[config.mk]
export PLATFORM = sky130hd
export DESIGN_NAME = ksa_swap_loop
export DESIGN_NICKNAME = d
export VERILOG_FILES = /design/src/rtl/ksa_pkg.sv /design/src/rtl/ksa_swap_loop.sv
export SDC_FILE = /design/constraint.sdc
export NUM_CORES = 1
export LEC_CHECK = 0
export CAP_MARGIN = 20
export CORE_MARGIN = 1.5
export CORE_UTILIZATION = 47
export CTS_CLUSTER_SIZE = 24
export DETAILED_ROUTE_END_ITERATION = 8
export PLACE_DENSITY = 0.88
export SETUP_SLACK_MARGIN = 0.1
export SYNTH_ARGS = -nofsm -noshare
export SYNTH_HDL_FRONTEND = slang
export SYNTH_SLANG_ARGS = --single-unit
[constraint.sdc]
create_clock -name clk -period 3.1 [get_ports clk]
set_input_delay 0.465 -clock clk [delete_from_list [all_inputs] [get_ports clk]]
set_output_delay 0.465 -clock clk [all_outputs]
set_load 0.02 [all_outputs]
[src/rtl/ksa_pkg.sv]
// Shared types and sizing for the RC4 key-scheduling swap loop.
package ksa_pkg;

    localparam int unsigned KEY_BYTES   = 3;
    localparam int unsigned S_SIZE      = 256;
    localparam int unsigned DATA_W      = 8;
    localparam int unsigned ADDR_W      = 8;
    localparam int unsigned KEY_W       = 8 * KEY_BYTES;
    localparam int unsigned MEM_LAT_DEF = 2;

    typedef enum logic [3:0] {
        IDLE,
        RD_I,
        LAT_I,
        RD_J,
        LAT_J,
        WR_I,
        WR_J,
        NEXT,
        DONE
    } ksa_state_t;

endpackage

[src/rtl/ksa_swap_loop.sv]
// RC4 KSA second pass: walks i over the S-memory, accumulates j and swaps S[i]/S[j].
module ksa_swap_loop
    import ksa_pkg::*;
#(
    parameter int unsigned MEM_LAT = MEM_LAT_DEF
) (
    input  logic                clk,
    input  logic                reset_n,
    input  logic                start,
    input  logic [KEY_W-1:0]    secret_key,
    input  logic [DATA_W-1:0]   q,
    output logic [ADDR_W-1:0]   addr_two,
    output logic [DATA_W-1:0]   data_in_two,
    output logic                wren_2,
    output logic                loop_2_done
);

    localparam int unsigned WAIT_W = (MEM_LAT > 1) ? $clog2(MEM_LAT) : 1;
    localparam logic [WAIT_W-1:0] LAT_LAST = WAIT_W'(MEM_LAT - 1);
    localparam logic [ADDR_W-1:0] LAST_IDX = ADDR_W'(S_SIZE - 1);

    ksa_state_t          state, state_nxt;
    logic [ADDR_W-1:0]   i, i_nxt;
    logic [ADDR_W-1:0]   j, j_nxt;
    logic [1:0]          kidx, kidx_nxt;
    logic [DATA_W-1:0]   si, si_nxt;
    logic [DATA_W-1:0]   sj, sj_nxt;
    logic [WAIT_W-1:0]   wait_cnt, wait_nxt;
    logic [ADDR_W-1:0]   addr_nxt;
    logic [DATA_W-1:0]   data_nxt;
    logic                wren_nxt;
    logic                done_nxt;
    logic [DATA_W-1:0]   key_byte_c;
    logic [ADDR_W-1:0]   j_sum_c;

    // Key byte i mod 3: byte 0 is the most significant
    always_comb begin
        key_byte_c = secret_key[7:0];
        case (kidx)
            2'd0:    key_byte_c = secret_key[23:16];
            2'd1:    key_byte_c = secret_key[15:8];
            default: key_byte_c = secret_key[7:0];
        endcase
    end

    assign j_sum_c = j + q + key_byte_c;

    always_ff @(posedge clk) begin
        if (!reset_n) begin
            state       <= IDLE;
            i           <= '0;
            j           <= '0;
            kidx        <= '0;
            si          <= '0;
            sj          <= '0;
            wait_cnt    <= '0;
            addr_two    <= '0;
            data_in_two <= '0;
            wren_2      <= 1'b0;
            loop_2_done <= 1'b0;
        end else begin
            state       <= state_nxt;
            i           <= i_nxt;
            j           <= j_nxt;
            kidx        <= kidx_nxt;
            si          <= si_nxt;
            sj          <= sj_nxt;
            wait_cnt    <= wait_nxt;
            addr_two    <= addr_nxt;
            data_in_two <= data_nxt;
            wren_2      <= wren_nxt;
            loop_2_done <= done_nxt;
        end
    end

    // Outputs are set on the transition into a state so they are valid for its whole duration
    always_comb begin
        state_nxt = state;
        i_nxt     = i;
        j_nxt     = j;
        kidx_nxt  = kidx;
        si_nxt    = si;
        sj_nxt    = sj;
        wait_nxt  = wait_cnt;
        addr_nxt  = addr_two;
        data_nxt  = data_in_two;
        wren_nxt  = 1'b0;
        done_nxt  = loop_2_done;

        case (state)
            IDLE: begin
                if (start) begin
                    state_nxt = RD_I;
                    i_nxt     = '0;
                    j_nxt     = '0;
                    kidx_nxt  = '0;
                    wait_nxt  = '0;
                    addr_nxt  = '0;
                end
            end
            RD_I: begin
                if (wait_cnt == LAT_LAST) begin
                    wait_nxt  = '0;
                    state_nxt = LAT_I;
                end else begin
                    wait_nxt = wait_cnt + WAIT_W'(1);
                end
            end
            LAT_I: begin
                si_nxt    = q;
                j_nxt     = j_sum_c;
                addr_nxt  = j_sum_c;
                state_nxt = RD_J;
            end
            RD_J: begin
                if (wait_cnt == LAT_LAST) begin
                    wait_nxt  = '0;
                    state_nxt = LAT_J;
                end else begin
                    wait_nxt = wait_cnt + WAIT_W'(1);
                end
            end
            LAT_J: begin
                sj_nxt    = q;
                addr_nxt  = i;
                data_nxt  = q;
                wren_nxt  = 1'b1;
                state_nxt = WR_I;
            end
            WR_I: begin
                addr_nxt  = j;
                data_nxt  = si;
                wren_nxt  = 1'b1;
                state_nxt = WR_J;
            end
            WR_J: begin
                state_nxt = NEXT;
            end
            NEXT: begin
                if (i == LAST_IDX) begin
                    done_nxt  = 1'b1;
                    state_nxt = DONE;
                end else begin
                    i_nxt     = i + ADDR_W'(1);
                    kidx_nxt  = (kidx == 2'd2) ? 2'd0 : kidx + 2'd1;
                    addr_nxt  = i + ADDR_W'(1);
                    wait_nxt  = '0;
                    state_nxt = RD_I;
                end
            end
            DONE: begin
                done_nxt = 1'b1;
            end
            default: begin
                state_nxt = IDLE;
            end
        endcase
    end

endmodule

==> run_results.csv <==
group,metric,value,unit
finish,area_growth,26.7,%
min_path,hold_end,"addr_two[1]",
cts,post_cts_resize_count,0,
pwr,switching_power,0.401,mW
sta,drv_slew,0,
pwr,pwr-share-seq,0.460,
synthesis,post-synth-top-area-cell,"sky130_fd_sc_hd__dfxtp_1",
sta,tightestPinTransition,703,ps
floorplanning,placement_rows,28,
job,cap_violations,0,
pwr,clk_network_pwr_share,0.331,
synthesis,yosys_register_bits,49,
pwr,total_power,1.43,mW
finish,fin_nets,440,
cts,clock_root_buffer,"sky130_fd_sc_hd__clkbuf_8",
floorplanning,die-width,80.4,um
grt,grt_first_pass_wirelength,12.2,mm
grt,globalRouteOverflowTotal,0,
sta,setup-violations-final,0,
synthesis,seq_area_frac_synth,0.348,
routing,dr.first_iter.drc_count,185,
place,hpwl,5.37,mm
sta,grt_setup_unrepaired,"true",
outcome,outcome,"completed",
cts,clk_transition_reported_paths,100,ps
pwr,power_per_cell_area,399,nW/um2
floorplanning,core_outline_area,5850,um2
sta,post-route-period-util,0.940,
min_path,class_of_the_worst_hold_path,"reg -> reg",
routing,dr_total_vias,2693,
place,placed_cell_area,3450,um2
cts,post_cts_hold_buffer_count,0,
synthesis,synth_warnings,0,
critical_path,regToRegStartpoint,"kidx[0]",
critical_path,startpoint_type,"input port",
routing,vias_per_cell,5.78,
min_path,worst_hold_startpoint,"addr_two[1]",
pwr,power.share.switching,0.282,
finish,final_std_cell_area_no_fill,3570,um2
grt,grt.total_usage,0.243,
min_path,hold_depth,2,
synthesis,syn_nets,387,
synthesis,synth_top_area_share,0.348,
routing,drt-wirelength-per-cell,15.8,um
critical_path,critical_path_capture_point_type,"register",
synthesis,count_of_distinct_cell_types_in_the_synthesized_netlist,54,
cts,cts_inserted_buffers,5,
pwr,internal_power,1.02,mW
synthesis,synthesis.area,2820,um2
cts,clk_latency,320,ps
grt,grt_pass1_vias,2606,
grt,maximum_number_of_pins_on_one_net_before_global_route_repair,43,
finish,postLayoutCoreUtil,0.610,
sta,timing.final.crit_period,2910,ps
floorplanning,die_area,6470,um2
cts,numClockSinks,49,
critical_path,ff2ff_path_depth,11,
pwr,part_of_the_total_power_dissipated_in_combinational_logic,0.209,
sta,hold_violations,0,
critical_path,type_of_the_worst_setup_path,"in -> reg",
finish,layout_filler_cell_count,520,
sta,timing.slew.headroom,0.529,
finish,drive_above_1_share,0.0818,
synthesis,synthFlopType,"sky130_fd_sc_hd__dfxtp_1",
sta,fmax,343,MHz
sta,finalHoldWorstSlack,455,ps
critical_path,rr_endpoint,"addr_two[7]",
synthesis,syn-mean-instance-area,8.36,um2
critical_path,critical_path_required,3290,ps
cts,cts.path.max_buffers,2,
place,gp_congestion,0.890,
place,buffer_ports.inserted,52,
cts,cts_setup_buffers,0,
routing,routed_wirelength,7.38,mm
pwr,ir_drop,0.000297,V
sta,fin_skew,11.6,ps
floorplanning,die_h,80.4,um
critical_path,arrival,3100,ps
floorplanning,initial_core_util,0.482,
routing,drt.antenna.violating_nets,0,
cts,cts_tree,"yes",
pwr,static-leakage-power,1.31,nW
routing,dr.pass1.iters,4,
synthesis,synth_enable_flop_cells,0,
finish,num_antenna_cells,0,
synthesis,post_synth_inst_count,337,
floorplanning,design.portCount,53,
grt,antenna_found_initial,0,
cts,h-tree-depth,2,
synthesis,yosys-top-cells-area,"sky130_fd_sc_hd__dfxtp_1, sky130_fd_sc_hd__mux2i_1, sky130_fd_sc_hd__nand2_1",
synthesis,async_flop_share,0,
critical_path,reg2reg_setup_slack,250,ps
routing,detail_route.drc_violations,0,
critical_path,path_max_fanout,2,
[synth_stat cells, types with 3 or more instances]
cell type                   n
sky130_fd_sc_hd__nor2_1    33
sky130_fd_sc_hd__nand3b_1   3
sky130_fd_sc_hd__nor4_1     3
sky130_fd_sc_hd__xor2_1     5
sky130_fd_sc_hd__o21a_1     5
sky130_fd_sc_hd__xnor2_1    4
sky130_fd_sc_hd__inv_1      8
sky130_fd_sc_hd__fa_1       8
sky130_fd_sc_hd__a22oi_1    5
sky130_fd_sc_hd__a31oi_1    4
sky130_fd_sc_hd__nand2b_1   4
sky130_fd_sc_hd__o21ai_0   21
sky130_fd_sc_hd__clkbuf_1  13
sky130_fd_sc_hd__mux2_2     3
sky130_fd_sc_hd__a21oi_1   32
sky130_fd_sc_hd__nand2_1   47
sky130_fd_sc_hd__mux2i_1   19
sky130_fd_sc_hd__nor2b_1    3
sky130_fd_sc_hd__dfxtp_1   49
sky130_fd_sc_hd__ha_1       7
sky130_fd_sc_hd__nand3_1    5
sky130_fd_sc_hd__buf_2      4
sky130_fd_sc_hd__a211oi_1   9
sky130_fd_sc_hd__nor3_1     4
sky130_fd_sc_hd__and3_1     4
[cells in the final DEF, fill, tap and decap left out, drive strengths merged, types with 5 or more instances in the layout]
| cell type | n |
|---|---|
| clkdlybuf4s50 | 52 |
| dfxtp | 49 |
| nand2 | 47 |
| nor2 | 33 |
| a21oi | 32 |
| o21ai | 22 |
| mux2i | 19 |
| buf | 12 |
| a211oi | 9 |
| inv | 9 |
| fa | 8 |
| ha | 7 |
| nand3 | 6 |
| a22oi | 5 |
| xor2 | 5 |
| o21a | 5 |
| clkbuf | 5 |
[sequential cells by signal (all words and copies together), names as in the netlist]
name,flops
addr_two,8
data_in_two,8
i,8
j,8
si,8
state,4
kidx,2
loop_2_done,1
wait_cnt,1
wren_2,1
[how the worst max path moves through the flow]
stage / end / startpoint / cells after the start
after global routing: j[6] / secret_key[9] / 11
after detailed placement: addr_two[5] / secret_key[17] / 12
final: addr_two[7] / secret_key[17] / 12
after CTS: addr_two[5] / kidx[0] / 11
after floorplan: addr_two[5] / kidx[0] / 12
after global placement: addr_two[5] / secret_key[9] / 12
[power groups by stage]
| stage | Combinational (mW) | Clock (mW) | Sequential [mW] |
|---|---|---|---|
| 2_1_floorplan | 0.179 | 0 | 0.668 |
| 3_3_place_gp | 0.279 | 0 | 0.669 |
| 3_5_place_dp | 0.290 | 0 | 0.670 |
| 4_1_cts | 0.293 | 0.475 | 0.655 |
| 5_1_grt | 0.327 | 0.500 | 0.657 |
| 6_report | 0.298 | 0.471 | 0.655 |
[worst max-delay path: stages]
cell	delay, ps
sky130_fd_sc_hd__clkdlybuf4s50_1	400
sky130_fd_sc_hd__mux2i_1	110
sky130_fd_sc_hd__o21ai_0	140
sky130_fd_sc_hd__fa_1	530
sky130_fd_sc_hd__ha_1	180
sky130_fd_sc_hd__inv_1	60
sky130_fd_sc_hd__fa_1	390
sky130_fd_sc_hd__nor2b_1	170
sky130_fd_sc_hd__o31ai_1	90
sky130_fd_sc_hd__and3_1	180
sky130_fd_sc_hd__mux2i_1	250
sky130_fd_sc_hd__a211oi_1	130
[layer usage]
layer	vias to the layer above	GRT usage	wire length [um]
met5	-	0	0
met4	0	0.0983	174
met3	17	0.0386	416
met2	95	0.420	3700
met1	1271	0.299	3090
li1	1310	-	-
[through the flow]
stage / worst slack [ps] / std cells / TNS (ps)
floorplan: 147 / 337 / 0
global route: 62.3 / 466 / 0
global placement: -41.4 / 458 / -98.9
detailed placement: -114 / 458 / -520
finish: 187 / 466 / 0
CTS: 167 / 466 / 0
[cell type report]
| class | count | area [um2] | share of cell area |
|---|---|---|---|
| sequential | 49 | 982 | 0.275 |
| clock inverter | 3 | 43.8 | 0.0123 |
| clock buffer | 5 | 68.8 | 0.0193 |
| tap | 75 | 93.8 | 0.0263 |
| timing repair buffer | 64 | 611 | 0.171 |
| multi-input combinational | 261 | 1740 | 0.487 |
| inverter | 9 | 33.8 | 0.00946 |
[kinds of logic (layout without fill, tap and decap cells)]
| logic type | count (synthesis) | in the layout | synth area share |
|---|---|---|---|
| mux | 22 | 22 | 0.0795 |
| xor+xnor | 9 | 9 | 0.0280 |
| buf+inv | 27 | 81 | 0.0391 |
| flops | 49 | 49 | 0.348 |
| compound gates | 97 | 97 | 0.218 |
| fa+ha+maj | 15 | 15 | 0.0879 |
| simple gates | 118 | 118 | 0.199 |
Note: power is estimated with default switching activity, not from simulation.
==> RTL edit: new RTL, same settings <==
`ADDR_W`: 8 -> 9.
--- a/src/rtl/ksa_pkg.sv
+++ b/src/rtl/ksa_pkg.sv
@@ -4,7 +4,7 @@
     localparam int unsigned KEY_BYTES   = 3;
     localparam int unsigned S_SIZE      = 256;
     localparam int unsigned DATA_W      = 8;
-    localparam int unsigned ADDR_W      = 8;
+    localparam int unsigned ADDR_W      = 9;
     localparam int unsigned KEY_W       = 8 * KEY_BYTES;
     localparam int unsigned MEM_LAT_DEF = 2;
 
Interface: changed (resized addr_two); port bits go from 53 to 54. The function was not compared with the original's and may differ.
==> RTL edit against the unedited design <==
  * Sequential cell count rose by 3
  * Setup slack gained 0.033 ns
  * First-iteration DRC count rose by 36%
  * Non-clock buffer count grew 13
  * Total power rose by 3.6%
  * Clock power decreased by 5.7%
  * Global-route usage fell by 1.0 points
  * Maximum frequency is 1.2% higher
  * Critical endpoint is now addr_two[4]
  * Utilization increased by 1.6 points
  * Wire length is 15% higher
  * Hold slack lost 0.0026 ns
  * Cell area rose by 13%
  * Synthesized area rose by 12%
  * Sequential power is 6.7% higher
  * The run now ends with design-rule violations left
==> RTL edit: results (changes against the unedited design) <==
[place]
dp_hpwl_mm = 6.36  ; +19%
port_buffers = 53  ; +1.9%
placed_area_um2 = 3830  ; +11%
place_ws_ns = -0.345  ; -0.230 ns
place.gp.congestion = 0.938  ; +5.4%

[layout]
buffer_area_share_pct = 18.0  ; +0.85 points
clkbuf_count = 5  ; unchanged
stdcell_area_um2 = 4020  ; +13%
inverters = 11  ; +2
buffers = 77  ; +20%
regArea_um2 = 1050  ; +6.5%
instances_no_fill = 523  ; +12%
multi_input_gates = 300  ; +15%
design.seq.count = 52  ; +6.1%
clk_share_pct = 2.46  ; -0.70 points
layout-drive-gt1-share_pct = 13.2  ; +5.0 points
final_nets = 500  ; +14%
n_fill_cell = 545  ; +4.8%
diodes = 0  ; unchanged
multi_input_area_share_pct = 50.2  ; +1.5 points

[power_and_ir_drop]
leakage_nw = 1.42  ; +8.9%
combinationalPowerShare_pct = 22.6  ; +1.7 points
powerClk_w = 0.000444  ; -5.7%
ir_drop_mv = 0.247  ; -17%
p_int_w = 0.00108  ; +5.3%
seqPwrFrac_pct = 47.3  ; +1.3 points

[routing]
finalWirelength_mm = 8.50  ; +15%
first_iter_violations = 252  ; +36%
drc_errors = 3  ; +3
vias_per_cell = 6.06  ; +4.8%
dr.pass1.iters = 7  ; +3

[global_route]
grt_pass1_wl_mm = 13.5  ; +11%
grt_pass1_vias = 2942  ; +13%
grt_start_max_net_pins = 47  ; +9.3%
track_usage_pct = 23.3  ; -1.0 points
grt_antenna_before_repair = 0  ; unchanged

[logic_synthesis]
seq_area_frac_synth_pct = 33.0  ; -1.8 points
synth_flop_cell = dfxtp_1
synth.distinct_cells = 57  ; +5.6%
async_flop_share_pct = 0  ; unchanged
syn-num-nets = 444  ; +15%
synth_area_leaders = dfxtp_1 33%, nand2_1 7.6%, a21oi_1 6.3%
avgSynthCellArea_um2 = 8.06  ; -3.6%
synth_commonest_cells = 64 x nand2_1, 52 x dfxtp_1, 40 x a21oi_1

[critical_path]
cp_max_fo = 6  ; +4
cp.arrival_ns = 3.11  ; about the same
cpPeakStageDelay_ns = 0.51  ; -0.02 ns

[clock_network]
cts-root-buf = clkbuf_8
htree_levels = 2  ; unchanged
clock_latency_ns = 0.31
cts_buffer_depth = 2  ; unchanged

[worst_hold_path]
holdCritPathClass = reg -> reg

[timing]
clock_skew_ns = 0.00399  ; -0.00759 ns
max-slew-margin-rel_pct = 39.2  ; -14 points

[outcome]
status = complete, but fails checks
violations = design-rule violations

[floorplan]
dieArea_um2 = 7210  ; +11%

RTL edit: final timing paths:
path	start	end	slack (ns)	depth (start not counted)
worst min register to register	loop_2_done	loop_2_done	0.45	2
worst max register to register	kidx[0]	addr_two[4]	0.22	9
worst max-delay path	kidx[0]	addr_two[4]	0.22	9
worst min-delay path	loop_2_done	loop_2_done	0.45	2
RTL edit: what timing repair did:
item	4_1_cts	5_1_grt
cloned	0	0
setup buffers	0	1
pin swaps	0	12
gates resized for setup	3	22
endpoints found under the setup margin	6	10
hold buffers	0	0
RTL edit: kinds of logic after synthesis:
kind of cell	share of synthesized area, %
multiplexers	3.53
XOR/XNOR	1.94
buffers and inverters	5.16
flip-flops	33.0
adder cells (fa/ha/maj)	9.29
AO/OA/AOI/OAI	22.1
AND/OR/NAND/NOR	24.9
RTL edit: metal layers:
metal	GRT usage (%)	wire length, um
met1	31.0	3780
met2	36.9	3790
met3	6.91	775
met4	6.71	150
met5	0	0
